[src/rtl/motor_pkg.sv]
// Shared types for the dual H-bridge driver: per-side state encoding and
// the 2-bit side command values coming from the steering logic.
package motor_pkg;

   typedef enum logic [2:0] {
      COAST = 3'd0,
      BRAKE = 3'd1,
      RUN_A = 3'd2,
      RUN_B = 3'd3,
      DEAD  = 3'd4
   } side_state_e;

   localparam logic [1:0] CMD_COAST = 2'b00;
   localparam logic [1:0] CMD_A     = 2'b10;
   localparam logic [1:0] CMD_B     = 2'b01;
   localparam logic [1:0] CMD_BRAKE = 2'b11;

   // Steady state a side settles in for a given command (DEAD is never a target).
   function automatic side_state_e state_for(input logic [1:0] cmd);
      side_state_e s;
      case (cmd)
         CMD_A:     s = RUN_A;
         CMD_B:     s = RUN_B;
         CMD_BRAKE: s = BRAKE;
         default:   s = COAST;
      endcase
      return s;
   endfunction

   function automatic logic [1:0] pins_for(input side_state_e s);
      logic [1:0] p;
      case (s)
         RUN_A:   p = CMD_A;
         RUN_B:   p = CMD_B;
         BRAKE:   p = CMD_BRAKE;
         default: p = CMD_COAST;
      endcase
      return p;
   endfunction

   function automatic logic is_run(input side_state_e s);
      return (s == RUN_A) || (s == RUN_B);
   endfunction

endpackage

[src/rtl/bridge_side.sv]
// One H-bridge side: state machine, soft-start duty register and dead-time
// counter. Outputs are registered from the next state.
module bridge_side
   import motor_pkg::*;
#(
   parameter int PWM_BITS    = 8,
   parameter int DUTY_MAX    = 200,
   parameter int RAMP_STEP   = 8,
   parameter int DEAD_CYCLES = 16
) (
   input  logic                clk,
   input  logic                rst_n,
   input  logic [1:0]          cmd_i,
   input  logic                period_tick_i,
   input  logic [PWM_BITS-1:0] pwm_cnt_i,
   output logic [1:0]          in_o,
   output logic                en_o,
   output logic                dead_o
);

   localparam int DCW = $clog2(DEAD_CYCLES + 1);
   localparam logic [DCW-1:0]      DEAD_LOAD  = DCW'(DEAD_CYCLES - 1);
   localparam logic [DCW-1:0]      DEAD_ONE   = DCW'(1);
   localparam logic [PWM_BITS-1:0] DUTY_MAX_N = PWM_BITS'(DUTY_MAX);
   localparam logic [PWM_BITS:0]   STEP_W     = (PWM_BITS + 1)'(RAMP_STEP);

   side_state_e         state_q, state_d;
   logic [PWM_BITS-1:0] duty_q, duty_d;
   logic [DCW-1:0]      dead_cnt_q, dead_cnt_d;
   logic [1:0]          in_q;
   logic                en_q, dead_q;

   side_state_e         target;
   logic [PWM_BITS:0]   duty_sum;
   logic [PWM_BITS-1:0] duty_ramped;

   assign target      = state_for(cmd_i);
   // One extra bit so the sum can exceed the limit without wrapping before we clamp.
   assign duty_sum    = {1'b0, duty_q} + STEP_W;
   assign duty_ramped = (duty_sum > {1'b0, DUTY_MAX_N}) ? DUTY_MAX_N : duty_sum[PWM_BITS-1:0];

   always_comb begin
      state_d    = state_q;
      duty_d     = duty_q;
      dead_cnt_d = dead_cnt_q;
      case (state_q)
         COAST, BRAKE: begin
            state_d = target;
            duty_d  = '0;
         end
         RUN_A, RUN_B: begin
            if (target == state_q) begin
               if (period_tick_i) duty_d = duty_ramped;
            end else if (is_run(target)) begin
               state_d    = DEAD;
               duty_d     = '0;
               dead_cnt_d = DEAD_LOAD;
            end else begin
               state_d = target;
               duty_d  = '0;
            end
         end
         DEAD: begin
            duty_d = '0;
            // The exit always follows the command accepted now, never the one that caused the reversal.
            if (!is_run(target) || dead_cnt_q == '0) state_d = target;
            else dead_cnt_d = dead_cnt_q - DEAD_ONE;
         end
         default: begin
            state_d = COAST;
            duty_d  = '0;
         end
      endcase
   end

   always_ff @(posedge clk or negedge rst_n) begin
      if (!rst_n) begin
         state_q    <= COAST;
         duty_q     <= '0;
         dead_cnt_q <= '0;
         in_q       <= CMD_COAST;
         en_q       <= 1'b0;
         dead_q     <= 1'b0;
      end else begin
         state_q    <= state_d;
         duty_q     <= duty_d;
         dead_cnt_q <= dead_cnt_d;
         in_q       <= pins_for(state_d);
         en_q       <= (state_d == BRAKE) || (is_run(state_d) && (pwm_cnt_i < duty_d));
         dead_q     <= (state_d == DEAD);
      end
   end

   assign in_o   = in_q;
   assign en_o   = en_q;
   assign dead_o = dead_q;

endmodule

[src/rtl/motor_bridge_driver.sv]
// Dual H-bridge driver: command synchronizer and stability filter, shared
// PWM counter, and one bridge_side instance per wheel.
module motor_bridge_driver
   import motor_pkg::*;
#(
   parameter int PWM_BITS      = 8,
   parameter int DUTY_MAX      = 200,
   parameter int RAMP_STEP     = 8,
   parameter int DEAD_CYCLES   = 16,
   parameter int STABLE_CYCLES = 4
) (
   input  logic       clk,
   input  logic       rst_n,
   input  logic [3:0] motor_cmd,
   output logic [1:0] in_l,
   output logic [1:0] in_r,
   output logic       en_l,
   output logic       en_r,
   output logic       dead_l,
   output logic       dead_r
);

   localparam int SCW = $clog2(STABLE_CYCLES + 1);
   localparam logic [SCW-1:0]      STAB_ONE  = SCW'(1);
   localparam logic [SCW-1:0]      STAB_LAST = SCW'(STABLE_CYCLES - 1);
   localparam logic [PWM_BITS-1:0] PWM_ONE   = PWM_BITS'(1);

   logic [3:0]          sync1_q, sync2_q;
   logic [3:0]          cand_q, cand_d;
   logic [3:0]          acc_q, acc_d;
   logic [SCW-1:0]      stab_q, stab_d;
   logic [PWM_BITS-1:0] pwm_q;
   logic                period_tick;

   logic [1:0] side_in   [2];
   logic       side_en   [2];
   logic       side_dead [2];

   // A candidate is accepted after STABLE_CYCLES identical synced samples that differ from the accepted value.
   always_comb begin
      cand_d = cand_q;
      acc_d  = acc_q;
      stab_d = stab_q;
      if (sync2_q == acc_q) begin
         stab_d = '0;
      end else if (sync2_q != cand_q) begin
         cand_d = sync2_q;
         stab_d = STAB_ONE;
      end else if (stab_q == STAB_LAST) begin
         acc_d  = sync2_q;
         stab_d = '0;
      end else begin
         stab_d = stab_q + STAB_ONE;
      end
   end

   always_ff @(posedge clk or negedge rst_n) begin
      if (!rst_n) begin
         sync1_q <= '0;
         sync2_q <= '0;
         cand_q  <= '0;
         acc_q   <= '0;
         stab_q  <= '0;
         pwm_q   <= '0;
      end else begin
         sync1_q <= motor_cmd;
         sync2_q <= sync1_q;
         cand_q  <= cand_d;
         acc_q   <= acc_d;
         stab_q  <= stab_d;
         pwm_q   <= pwm_q + PWM_ONE;
      end
   end

   assign period_tick = &pwm_q;

   // Side 0 is the right wheel (cmd[1:0]), side 1 the left wheel (cmd[3:2]).
   generate
      for (genvar gi = 0; gi < 2; gi++) begin : g_side
         bridge_side #(
            .PWM_BITS   (PWM_BITS),
            .DUTY_MAX   (DUTY_MAX),
            .RAMP_STEP  (RAMP_STEP),
            .DEAD_CYCLES(DEAD_CYCLES)
         ) u_side (
            .clk          (clk),
            .rst_n        (rst_n),
            .cmd_i        (acc_q[2*gi +: 2]),
            .period_tick_i(period_tick),
            .pwm_cnt_i    (pwm_q),
            .in_o         (side_in[gi]),
            .en_o         (side_en[gi]),
            .dead_o       (side_dead[gi])
         );
      end
   endgenerate

   assign in_r   = side_in[0];
   assign en_r   = side_en[0];
   assign dead_r = side_dead[0];
   assign in_l   = side_in[1];
   assign en_l   = side_en[1];
   assign dead_l = side_dead[1];

endmodule

[config.mk]
export PLATFORM = sky130hd
export DESIGN_NAME = motor_bridge_driver
export DESIGN_NICKNAME = d
export VERILOG_FILES = /design/src/rtl/motor_pkg.sv /design/src/rtl/bridge_side.sv /design/src/rtl/motor_bridge_driver.sv
export SDC_FILE = /design/constraint.sdc
export NUM_CORES = 1
export LEC_CHECK = 0
export ABC_AREA = 1
export BUFFER_PORTS_ARGS = -buffer_cell sky130_fd_sc_hd__buf_2
export CAP_MARGIN = 10
export CELL_PAD_IN_SITES_DETAIL_PLACEMENT = 1
export CELL_PAD_IN_SITES_GLOBAL_PLACEMENT = 1
export CORE_AREA = 2 2 87 89
export CTS_BUF_LIST = sky130_fd_sc_hd__clkbuf_4
export CTS_CLUSTER_DIAMETER = 50
export DETAILED_ROUTE_END_ITERATION = 10
export DIE_AREA = 0 0 89 91
export PLACE_DENSITY = 0.93
export SKIP_CTS_REPAIR_TIMING = 1
export SYNTH_ARGS = -nofsm -noshare
export SYNTH_HDL_FRONTEND = slang
export SYNTH_HIERARCHICAL = 1
export SYNTH_SLANG_ARGS = --single-unit
[constraint.sdc]
create_clock -name clk -period 4.6 [get_ports clk]
set_clock_uncertainty 0.2 [all_clocks]
set_input_delay 0.23 -clock clk [delete_from_list [all_inputs] [get_ports clk]]
set_output_delay 0.23 -clock clk [all_outputs]
set_load 0.1 [all_outputs]
==> summary.md <==
| Metric | Value |
|---|---|
| CP startpoint | pwm_q[0] |
| Final min period | 3.36 ns |
| Synth Register Bits | 67 |
| WP buf/inv | 2 |
| Cell variety after synth | 38 |
| First drt pass iteration count | 4 |
| Required @ worst endpoint | 4.75 ns |
| Via density | 5.16 |
| Share of layout cells above drive strength 1 | 0.190 |
| Total congestion overflow | 0 |
| Critical R2R Capture | g_side[0].u_side/en_o |
| RSZ-0062 raised after global routing | no |
| Maximum vdd drop | 0.000247 V |
| Mapped Nets | 465 |
| Relative slew slack | 0.431 |
| Number of max-cap violations | 0 |
| Clk slew on worst S/H paths | 0.12 ns |
| Status | complete, no violations |
| First-pass GRT wire length | 14400 um |
| CTS tree | done |
| Via count | 2929 |
| Slowest CP cell | dfrtp_1 |
| GR Util All Layers | 0.230 |
| Setup_tns | 0 ns |
| Initial core utilization | 0.517 |
| Max-slew violations | 0 |
| Slew @ Worst Pin | 0.854 ns |
| Lkg Pwr | 0.00216 uW |
| I/O Pins | 14 |
| Syn Area/Cell | 8.49 um^2 |
| Kind of critical path | register to register |
| Most common cell on crit path | nand2_1 |
| Synth async-reset ratio | 1.00 |
| Worst-Skew Late Latency | 0.41 ns |
| Worst Hold Class | register to register |
| Final #Nets | 494 |
| DR iter-0 viols | 138 |
| Routed length per instance | 14.5 um |
| Full die area | 8100 um^2 |
| CTS H-tree depth | 3 |
| Synth area leader | dfrtp_1 |
| Std-Cell Core Area | 7140 um^2 |
| Max frequency | 0.298 GHz |
| Synth Cell Area | 3690 um^2 |
| Worst R2R Start | pwm_q[0] |
| Post-synth top area share | 0.454 |
| Crit path to | g_side[0].u_side/en_o |
| GP Congestion | 0.822 |
| Number of synthesis warnings | 6 |
| Fin. Hold Viols | 0 |
| PwrDens | 357 nW/um^2 |
| Routed Antenna Nets | 0 |
| R2R setup slack | 1.24 ns |
| Vias in the first global route | 3139 |
| Finish-stage setup viols | 0 |
| Crit-path max FO | 8 |
| Root Driver | clkbuf_4 |
| Dpl cells | 547 |
| Period utilization | 0.730 |
| Critical Path Sink Type | register |
| Number of synthesized flops with an enable pin | 0 |
| CTS Sinks | 67 |
| Clock tree buffer depth | 2 |
| CP max stage delay | 0.43 ns |
| Crit-path leading delay family | simple AND/OR/NAND/NOR gates |
| CTS Buf Count | 9 |
| Top FF cell, synth | dfrtp_1 |
| Initial antenna violation count | 0 |
| Final wirelength | 8260 um |
| Non-Filler Instances | 568 |
| Dpl hpwl | 6210 um |
| WP data arrival | 3.51 ns |
| Cell count along the critical path | 17 |
| DR DRC count | 0 |
| Sequential fraction of the synthesis area | 0.454 |
| Largest cells by area after synthesis | dfrtp_1, nand2_1, ha_1, inv_1, nor2_1 |
| N_diodes | 0 |
| Cell Rows | 31 |
| Area growth syn-to-layout | 11.5% |
| Die width | 89 um |
| Largest net degree at the start of global routing | 68 |
| Port bufs | 13 |
| Crit path launch type | register |
| R2R depth | 17 |
| Cells after Synth | 435 |
| Crit-path cells | ha_1 > nand3_1 > nor2_1 > nand2_1 > nor2_1 > buf_4 > nand2_1 > xor2_1 > and2_1 > nor2_1 > inv_1 > ha_1 > nand2_1 > o21ai_0 > nor3_1 > nand2_1 > nand2_1 |
| Chip height | 91 um |
==> cell type report <==
class / instances / area [um^2]
clock buffer: 9 / 67.6
clock inverter: 7 / 116
fill: 875 / 3020
inverter: 81 / 307
multi-input combinational: 285 / 1690
sequential: 67 / 1680
tap: 99 / 124
timing repair buffer: 20 / 130
==> cell usage in the layout, fill, tap and decap left out, types with 3 or more instances in the layout <==
master	count
a21oi_2	3
xor2_1	6
nor3_1	7
o21ai_1	3
nor2_1	39
o21ai_0	6
buf_2	13
ha_1	24
nand3_1	22
nand4_1	5
inv_1	64
xnor2_1	5
dlygate4sd3_1	5
nor3_2	3
a21oi_1	11
nand2_1	103
nand2_2	13
nor2_4	4
nor2_2	7
nand3_2	3
clkbuf_4	9
bufinv_16	3
inv_2	16
dfrtp_1	67
==> cell usage after synthesis (all sizes together) (4+ instances only) <==
| cell type | count |
|---|---|
| a21oi | 15 |
| dfrtp | 67 |
| ha | 24 |
| inv | 81 |
| nand2 | 117 |
| nand3 | 27 |
| nand4 | 5 |
| nor2 | 51 |
| nor3 | 10 |
| o21ai | 10 |
| o31ai | 4 |
| xnor2 | 5 |
| xor2 | 6 |
==> routing by layer <==
layer | global-route usage | share of wire
met1 | 0.274 | 0.43
met2 | 0.400 | 0.52
met3 | 0.0382 | 0.026
met4 | 0.104 | 0.026
met5 | 0 | 0
==> worst min path at each step <==
stage | end | cells after the start | slack, ns | from
4_1_cts | sync1_q[0] | 1 | -0.31 | motor_cmd[0]
3_3_place_gp | sync2_q[2] | 0 | 0.13 | sync1_q[2]
3_5_place_dp | sync2_q[2] | 0 | 0.14 | sync1_q[2]
5_1_grt | sync2_q[3] | 0 | 0.17 | sync1_q[3]
2_1_floorplan | acc_q[0] | 0 | -0.27 | rst_n
6_report | sync2_q[2] | 0 | 0.16 | sync1_q[2]
==> state kept, by name, indices dropped and copies added (netlist names), 4 cells and up <==
| register | flops |
|---|---|
| acc_q | 4 |
| sync1_q | 4 |
| sync2_q | 4 |
| g_side.u_side/duty_q | 16 |
| g_side.u_side/in_o | 4 |
| cand_q | 4 |
| g_side.u_side/state_q | 6 |
| pwm_q | 8 |
| g_side.u_side/dead_cnt_q | 10 |
==> kinds of logic (layout without fill, tap and decap cells) <==
kind of cell / after synthesis / count (layout) / share of synthesized area
AO/OA/AOI/OAI: 34 / 34 / 0.0678
adder cells (fa/ha/maj): 24 / 24 / 0.0814
buffers and inverters: 83 / 117 / 0.0871
flip-flops: 67 / 67 / 0.454
AND/OR/NAND/NOR: 216 / 216 / 0.283
XOR/XNOR: 11 / 11 / 0.0261
==> worst reg2reg max path, cell delays in order, from the launching register on <==
cell	delay, ns
dfrtp_1	0.43
ha_1	0.23
nand3_1	0.15
nor2_1	0.20
nand2_1	0.07
nor2_1	0.40
buf_4	0.26
nand2_1	0.08
xor2_1	0.14
and2_1	0.15
nor2_1	0.14
inv_1	0.08
ha_1	0.27
nand2_1	0.08
o21ai_0	0.10
nor3_1	0.20
nand2_1	0.07
nand2_1	0.06
==> metrics by stage <==
step	instance area, um^2	total power [uW]	worst slack, ns	hold slack, ns	util
after floorplan	3690	912	1.63	-0.266	-
final	4110	1470	1.24	0.158	0.576
after global routing	4110	1530	0.812	0.170	0.576
after detailed placement	3880	981	1.31	0.137	0.544
after global placement	3880	965	1.57	0.132	0.544
after CTS	4060	1480	1.26	-0.310	0.569
==> report_power, final <==
| part | total, uW | leakage (uW) | switching, uW | internal [uW] |
|---|---|---|---|---|
| sequential | 659 | 0.000886 | 32.1 | 627 |
| clock | 496 | 0.0000975 | 221 | 274 |
| combinational | 313 | 0.00118 | 235 | 78.0 |
No activity file was read; power rests on OpenSTA's default activity.
